===== src/rtl/serdesphy_tx_pkg.sv =====
`default_nettype none
// ============================================================================
// Module      : serdesphy_tx_pkg
// Description : Shared types and constants for the TX differential driver.
// Revision    : 1.0 - initial release
// ============================================================================
package serdesphy_tx_pkg;

    typedef enum logic [1:0] {
        ST_OFF    = 2'd0,
        ST_BIAS   = 2'd1,
        ST_IDLE   = 2'd2,
        ST_ACTIVE = 2'd3
    } tx_state_e;

    localparam int              c_SWING_W   = 4;
    localparam logic [3:0]      c_SWING_MSB = 4'b1000;
    localparam int              c_RUN_W     = 4;
    localparam logic [3:0]      c_RUN_SAT   = 4'd15;
    localparam int              c_BIAS_W    = 8;

    // Main-cursor amplitude, optionally reduced by the de-emphasis step
    // and floored at zero.
    function automatic logic [c_SWING_W-1:0] f_swing(
        input logic [2:0] code,
        input logic       apply,
        input int         step
    );
        int v;
        v = int'(c_SWING_MSB | {1'b0, code});
        if (apply) begin
            v = v - step;
            if (v < 0) begin
                v = 0;
            end
        end
        return c_SWING_W'(v);
    endfunction

endpackage : serdesphy_tx_pkg
`default_nettype wire


===== src/rtl/serdesphy_tx_deemph_runlen.sv =====
`default_nettype none
// ============================================================================
// Module      : serdesphy_tx_deemph_runlen
// Description : Per-bit de-emphasis swing code and sticky run-length check.
// Revision    : 1.0 - initial release
// ============================================================================
module serdesphy_tx_deemph_runlen
    import serdesphy_tx_pkg::*;
#(
    parameter int DEEMPH_STEP = 3,
    parameter int MAX_RUN     = 5
) (
    input  logic                 clk,
    input  logic                 rst_n,
    input  logic                 bit_in,
    input  logic                 active,
    input  logic                 clear,
    input  logic                 kill,
    input  logic                 deemph_en,
    input  logic [2:0]           swing_code,
    output logic [c_SWING_W-1:0] tx_swing,
    output logic                 run_err
);

    localparam logic [c_RUN_W-1:0] c_MAX_RUN = c_RUN_W'(MAX_RUN);

    logic                 r_prev_bit;
    logic                 r_first;
    logic [c_RUN_W-1:0]   r_run_cnt;
    logic [c_SWING_W-1:0] r_tx_swing;
    logic                 r_run_err;

    logic                 w_repeat;
    logic [c_RUN_W-1:0]   w_run_next;
    logic [c_SWING_W-1:0] w_swing;

    always_comb begin
        w_repeat   = ~r_first & (bit_in == r_prev_bit);
        w_run_next = 4'd1;
        if (w_repeat) begin
            w_run_next = (r_run_cnt == c_RUN_SAT) ? r_run_cnt : r_run_cnt + 4'd1;
        end
        w_swing = f_swing(swing_code, deemph_en & w_repeat, DEEMPH_STEP);
    end

    // kill covers both OFF and the override edge; run_err only clears there.
    always_ff @(posedge clk or negedge rst_n) begin
        if (!rst_n) begin
            r_prev_bit <= 1'b0;
            r_first    <= 1'b0;
            r_run_cnt  <= '0;
            r_tx_swing <= '0;
            r_run_err  <= 1'b0;
        end else if (kill) begin
            r_prev_bit <= 1'b0;
            r_first    <= 1'b0;
            r_run_cnt  <= '0;
            r_tx_swing <= '0;
            r_run_err  <= 1'b0;
        end else if (clear) begin
            r_first    <= 1'b1;
            r_run_cnt  <= '0;
            r_tx_swing <= '0;
        end else if (active) begin
            r_prev_bit <= bit_in;
            r_first    <= 1'b0;
            r_run_cnt  <= w_run_next;
            r_tx_swing <= w_swing;
            if (w_run_next > c_MAX_RUN) begin
                r_run_err <= 1'b1;
            end
        end else begin
            r_tx_swing <= '0;
        end
    end

    assign tx_swing = r_tx_swing;
    assign run_err  = r_run_err;

endmodule : serdesphy_tx_deemph_runlen
`default_nettype wire


===== src/rtl/serdesphy_ana_tx_differential_driver.sv =====
`default_nettype none
// ============================================================================
// Module      : serdesphy_ana_tx_differential_driver
// Description : TX line driver model: bias sequencing, electrical idle,
//               differential pad drive, near-end loopback and de-emphasis.
// Revision    : 1.0 - initial release
// ============================================================================
module serdesphy_ana_tx_differential_driver
    import serdesphy_tx_pkg::*;
#(
    parameter int BIAS_CYCLES = 16,
    parameter int DEEMPH_STEP = 3,
    parameter int MAX_RUN     = 5
) (
    input  logic                 clk,
    input  logic                 rst_n,
    input  logic                 enable,
    input  logic                 iso_en,
    input  logic                 lpbk_en,
    input  logic                 elec_idle,
    input  logic                 deemph_en,
    input  logic [2:0]           swing_code,
    input  logic                 serial_data,
    output logic                 txp,
    output logic                 txn,
    output logic [c_SWING_W-1:0] tx_swing,
    output logic                 lpbk_data,
    output logic                 driver_ready,
    output logic                 run_err
);

    localparam logic [c_BIAS_W-1:0] c_BIAS_LOAD = c_BIAS_W'(BIAS_CYCLES - 1);

    tx_state_e           r_state;
    tx_state_e           w_state_next;
    logic [c_BIAS_W-1:0] r_bias_cnt;
    logic [c_BIAS_W-1:0] w_bias_next;

    logic                w_override;
    logic                w_active;
    logic                w_clear;
    logic                w_kill;

    logic                r_txp;
    logic                r_txn;
    logic                r_lpbk_data;
    logic                r_driver_ready;

    always_ff @(posedge clk or negedge rst_n) begin
        if (!rst_n) begin
            r_state    <= ST_OFF;
            r_bias_cnt <= '0;
        end else begin
            r_state    <= w_state_next;
            r_bias_cnt <= w_bias_next;
        end
    end

    // Priority: isolation/disable, then electrical idle, then data.
    always_comb begin
        w_state_next = r_state;
        w_bias_next  = r_bias_cnt;
        w_override   = ~enable | iso_en;
        w_active     = 1'b0;
        w_clear      = 1'b0;
        if (w_override) begin
            w_state_next = ST_OFF;
            w_bias_next  = '0;
        end else begin
            case (r_state)
                ST_OFF: begin
                    w_state_next = ST_BIAS;
                    w_bias_next  = c_BIAS_LOAD;
                end
                ST_BIAS: begin
                    if (r_bias_cnt == '0) begin
                        w_state_next = ST_IDLE;
                    end else begin
                        w_bias_next = r_bias_cnt - 1'b1;
                    end
                end
                ST_IDLE: begin
                    if (!elec_idle) begin
                        w_state_next = ST_ACTIVE;
                        w_clear      = 1'b1;
                    end
                end
                ST_ACTIVE: begin
                    if (elec_idle) begin
                        w_state_next = ST_IDLE;
                    end else begin
                        w_active = 1'b1;
                    end
                end
                default: begin
                    w_state_next = ST_OFF;
                    w_bias_next  = '0;
                end
            endcase
        end
        w_kill = w_override | (r_state == ST_OFF);
    end

    // Pads and loopback are mutually exclusive; both idle low outside ACTIVE.
    always_ff @(posedge clk or negedge rst_n) begin
        if (!rst_n) begin
            r_txp          <= 1'b0;
            r_txn          <= 1'b0;
            r_lpbk_data    <= 1'b0;
            r_driver_ready <= 1'b0;
        end else begin
            r_txp          <= w_active & ~lpbk_en &  serial_data;
            r_txn          <= w_active & ~lpbk_en & ~serial_data;
            r_lpbk_data    <= w_active &  lpbk_en &  serial_data;
            r_driver_ready <= (w_state_next == ST_IDLE) | (w_state_next == ST_ACTIVE);
        end
    end

    serdesphy_tx_deemph_runlen #(
        .DEEMPH_STEP (DEEMPH_STEP),
        .MAX_RUN     (MAX_RUN)
    ) u_deemph_runlen (
        .clk        (clk),
        .rst_n      (rst_n),
        .bit_in     (serial_data),
        .active     (w_active),
        .clear      (w_clear),
        .kill       (w_kill),
        .deemph_en  (deemph_en),
        .swing_code (swing_code),
        .tx_swing   (tx_swing),
        .run_err    (run_err)
    );

    assign txp          = r_txp;
    assign txn          = r_txn;
    assign lpbk_data    = r_lpbk_data;
    assign driver_ready = r_driver_ready;

endmodule : serdesphy_ana_tx_differential_driver
`default_nettype wire


===== config.mk =====
export PLATFORM = sky130hd
export DESIGN_NAME = serdesphy_ana_tx_differential_driver
export DESIGN_NICKNAME = d
export VERILOG_FILES = /design/src/rtl/serdesphy_tx_pkg.sv /design/src/rtl/serdesphy_tx_deemph_runlen.sv /design/src/rtl/serdesphy_ana_tx_differential_driver.sv
export SDC_FILE = /design/constraint.sdc
export NUM_CORES = 1
export LEC_CHECK = 0
export CAP_MARGIN = 20
export CORE_UTILIZATION = 52
export DETAILED_ROUTE_END_ITERATION = 10
export GPL_ROUTABILITY_DRIVEN = 0
export PLACE_DENSITY_LB_ADDON = 0.3
export SLEW_MARGIN = 10
export SYNTH_ARGS = -nofsm -noshare
export SYNTH_HDL_FRONTEND = slang
export SYNTH_SLANG_ARGS = --single-unit

===== constraint.sdc =====
create_clock -name clk -period 2.2 [get_ports clk]
set_clock_uncertainty 0.1 [all_clocks]
set_input_delay 0.44 -clock clk [delete_from_list [all_inputs] [get_ports clk]]
set_output_delay 0.44 -clock clk [all_outputs]
set_load 0.02 [all_outputs]

==> results.py <==
metrics = {
    "run_status": {
        "status": "finished clean",
    },
    "critical_path": {
        "cp-end-kind": "output pin",
        "critPathLaunchType": "flip-flop",
        "crit_buf_inv": 1,
        "critPathMaxFanout": 3,
        "max_stage_delay_ps": 620,
        "crit_chain": "clkdlybuf4s50_1",
        "crit_type": "flip-flop to output pin",
        "crit_required_ps": 1660,
        "worstPathArrival_ps": 1330,
        "cpLargestDelayFamily": "buffers and inverters",
        "cpMaxStageDelayCell": "clkdlybuf4s50_1",
        "ff2ff_setup_slack_ps": 360,
    },
    "placement": {
        "placed_cells": 175,
        "io_buffers": 19,
        "hpwl_mm": 1.96,
    },
    "detailed_routing": {
        "ant_nets": 0,
        "viasPerCell": 5.94,
        "drc": 0,
        "wl_mm": 2.66,
        "drt_pre_antenna_iters": 4,
        "routedWlPerCell_um": 14.8,
        "drtIter0Drc": 20,
        "vias": 1064,
    },
    "clocking": {
        "ctsRootBufferMaster": "clkbuf_4",
        "postCtsSetupRepairBufs": 0,
        "cts-htree-levels": 1,
        "cts.sinks": 25,
        "cts_hold_buf": 0,
        "cts_buffer_depth": 2,
        "post_cts_resized": 0,
        "worst_skew_pair.late_latency_ps": 330,
        "cts_tree": "built",
        "numCtsBuffers": 3,
        "clkSlewWorstSetupHoldPaths_ps": 150,
    },
    "sta": {
        "post-route-period-util": 0.850,
        "slew-limit-headroom": 0.589,
        "hold_violations": 0,
        "worst_slew_pin_slew_ps": 610,
        "slew_violations": 0,
        "setup_viol": 0,
        "post-route-min-period_ps": 1870,
        "fin_hold_ws_ps": 352,
        "grt_setup_unrepaired": "no",
        "finalSetupTns_ps": 0,
        "max_freq_mhz": 535,
    },
    "synthesis": {
        "synth_edf_count": 0,
        "seq_area_frac_synth": 0.486,
        "syn_inst": 130,
        "synth_nets": 144,
        "synthTopCellsByArea": "dfrtp_1 (49%), nor2_1 (4.4%), a21oi_1 (4.3%), ha_1 (2.9%), xnor2_1 (2.7%)",
        "yosysTopAreaCell": "dfrtp_1",
        "synthesis.area_um2": 1290,
        "ys_async_sr_fraction": 1.00,
        "synth_top_area_share": 0.486,
        "yosys_warnings": 0,
        "synth_most_common_cell": "dfrtp_1",
        "synth.avg_cell_area_um2": 9.89,
        "synthDistinctLibCells": 42,
        "synth_seq_cells": 25,
        "synth-main-ff-cell": "dfrtp_1",
        "synth_common_cells": "dfrtp_1 (25), nor2_1 (15), a21oi_1 (11)",
    },
    "floorplan": {
        "start_util": 0.565,
        "dieHeight_um": 51.7,
        "dieArea_um2": 2680,
        "pin_count": 20,
        "core_area_um2": 2280,
        "die_w_um": 51.7,
        "num_rows": 17,
    },
    "pwr": {
        "power_density_nw_per_um2": 531,
        "ir_worst_vdd_uv": 443,
        "p_leak_nw": 0.638,
    },
    "global_route": {
        "grt_pass1_wl_mm": 4.54,
        "overflow": 0,
        "antenna_found_initial": 0,
        "track_usage": 0.239,
        "grt_pass1_vias": 1063,
        "grt_start_max_net_pins": 26,
    },
    "cells_and_area": {
        "layout-drive-gt1-share": 0.0795,
        "fin_nets": 166,
        "n_antenna_cell": 0,
        "area_growth_pct": 19.7,
        "final_cells": 179,
    },
    "flow_run": {
        "drv_cap": 0,
    },
    "worst_hold_path": {
        "hold_path.class": "input pin to asynchronous set/reset pin",
    },
}
==> routing by layer <==
layer,track usage,vias up,routed length (um)
met5,0,-,0
met3,0.0263,4,66
li1,-,518,-
met1,0.270,522,1060
met4,0.135,0,61
met2,0.431,20,1470
==> logic make-up (layout without fill, tap and decap cells) <==
logic type / Yosys count / in the layout / synth area share
and+or+nand+nor: 52 / 52 / 0.239
AOI/OAI and AO/OA: 35 / 35 / 0.169
DFF: 25 / 25 / 0.486
buffers and inverters: 8 / 29 / 0.0263
xor gates and xnor gates: 5 / 5 / 0.0340
adders and majority gates: 3 / 3 / 0.0292
muxes: 2 / 2 / 0.0156
==> power breakdown <==
group          leakage [nW]  internal (mW)  switching [mW]
registers             0.344          0.469          0.0145
clock network        0.0177         0.0682           0.143
logic                 0.276         0.0607          0.0625
==> registers in the layout (all words and copies together) (netlist names), 2 cells and up <==
| register | flops |
|---|---|
| r_state | 2 |
| u_deemph_runlen.tx_swing | 4 |
| u_deemph_runlen.r_run_cnt | 4 |
| r_bias_cnt | 8 |
==> final timing paths <==
path / end / startpoint / depth (start not counted)
setup / recovery: run_err / u_deemph_runlen.run_err / 1
hold reg to reg: r_bias_cnt[7] / r_bias_cnt[7] / 2
min in group clk: r_bias_cnt[7] / r_bias_cnt[7] / 2
max in group asynchronous: r_bias_cnt[7] / rst_n / 2
hold / removal: r_bias_cnt[1] / rst_n / 2
setup reg to reg: r_bias_cnt[5] / r_bias_cnt[0] / 5
==> placed cells by master (no fill, tap or decap), types with 2 or more instances in the layout <==
| master | netlist | layout |
|---|---|---|
| inv_1 | 3 | 3 |
| buf_4 | 0 | 3 |
| mux2i_1 | 2 | 2 |
| o21ai_0 | 6 | 6 |
| or4b_1 | 2 | 2 |
| clkdlybuf4s50_1 | 0 | 19 |
| nand3b_1 | 3 | 3 |
| o21ai_1 | 4 | 4 |
| or3_1 | 2 | 2 |
| xnor2_1 | 4 | 4 |
| nor3_1 | 6 | 6 |
| dfrtp_1 | 25 | 25 |
| nor2_1 | 15 | 15 |
| a21oi_1 | 11 | 11 |
| ha_1 | 3 | 3 |
| nor4_2 | 2 | 2 |
| nor2b_1 | 3 | 3 |
| nand2_1 | 7 | 7 |
| nand2b_1 | 2 | 2 |
| a211oi_1 | 2 | 2 |
| clkbuf_4 | 0 | 3 |
| a31oi_1 | 2 | 2 |
==> metrics by stage <==
step | area (um^2) | total power, mW | utilization | worst slack, ps
floorplan | 1290 | 0.565 | - | 545
global placement | 1510 | 0.610 | 0.664 | 143
detailed placement | 1510 | 0.616 | 0.664 | 48.7
CTS | 1540 | 0.828 | 0.676 | 306
global route | 1540 | 0.856 | 0.676 | 229
finish | 1540 | 0.818 | 0.676 | 330
==> layout make-up <==
| cell class | count | area (um^2) |
|---|---|---|
| Clock buffer | 3 | 22.5 |
| Inverter | 3 | 11.3 |
| Multi-Input combinational cell | 97 | 627 |
| Tap cell | 28 | 35.0 |
| Fill cell | 181 | 737 |
| Clock inverter | 1 | 5.00 |
| Timing Repair Buffer | 22 | 213 |
| Sequential cell | 25 | 626 |
No activity file was read; power rests on OpenSTA's default activity.
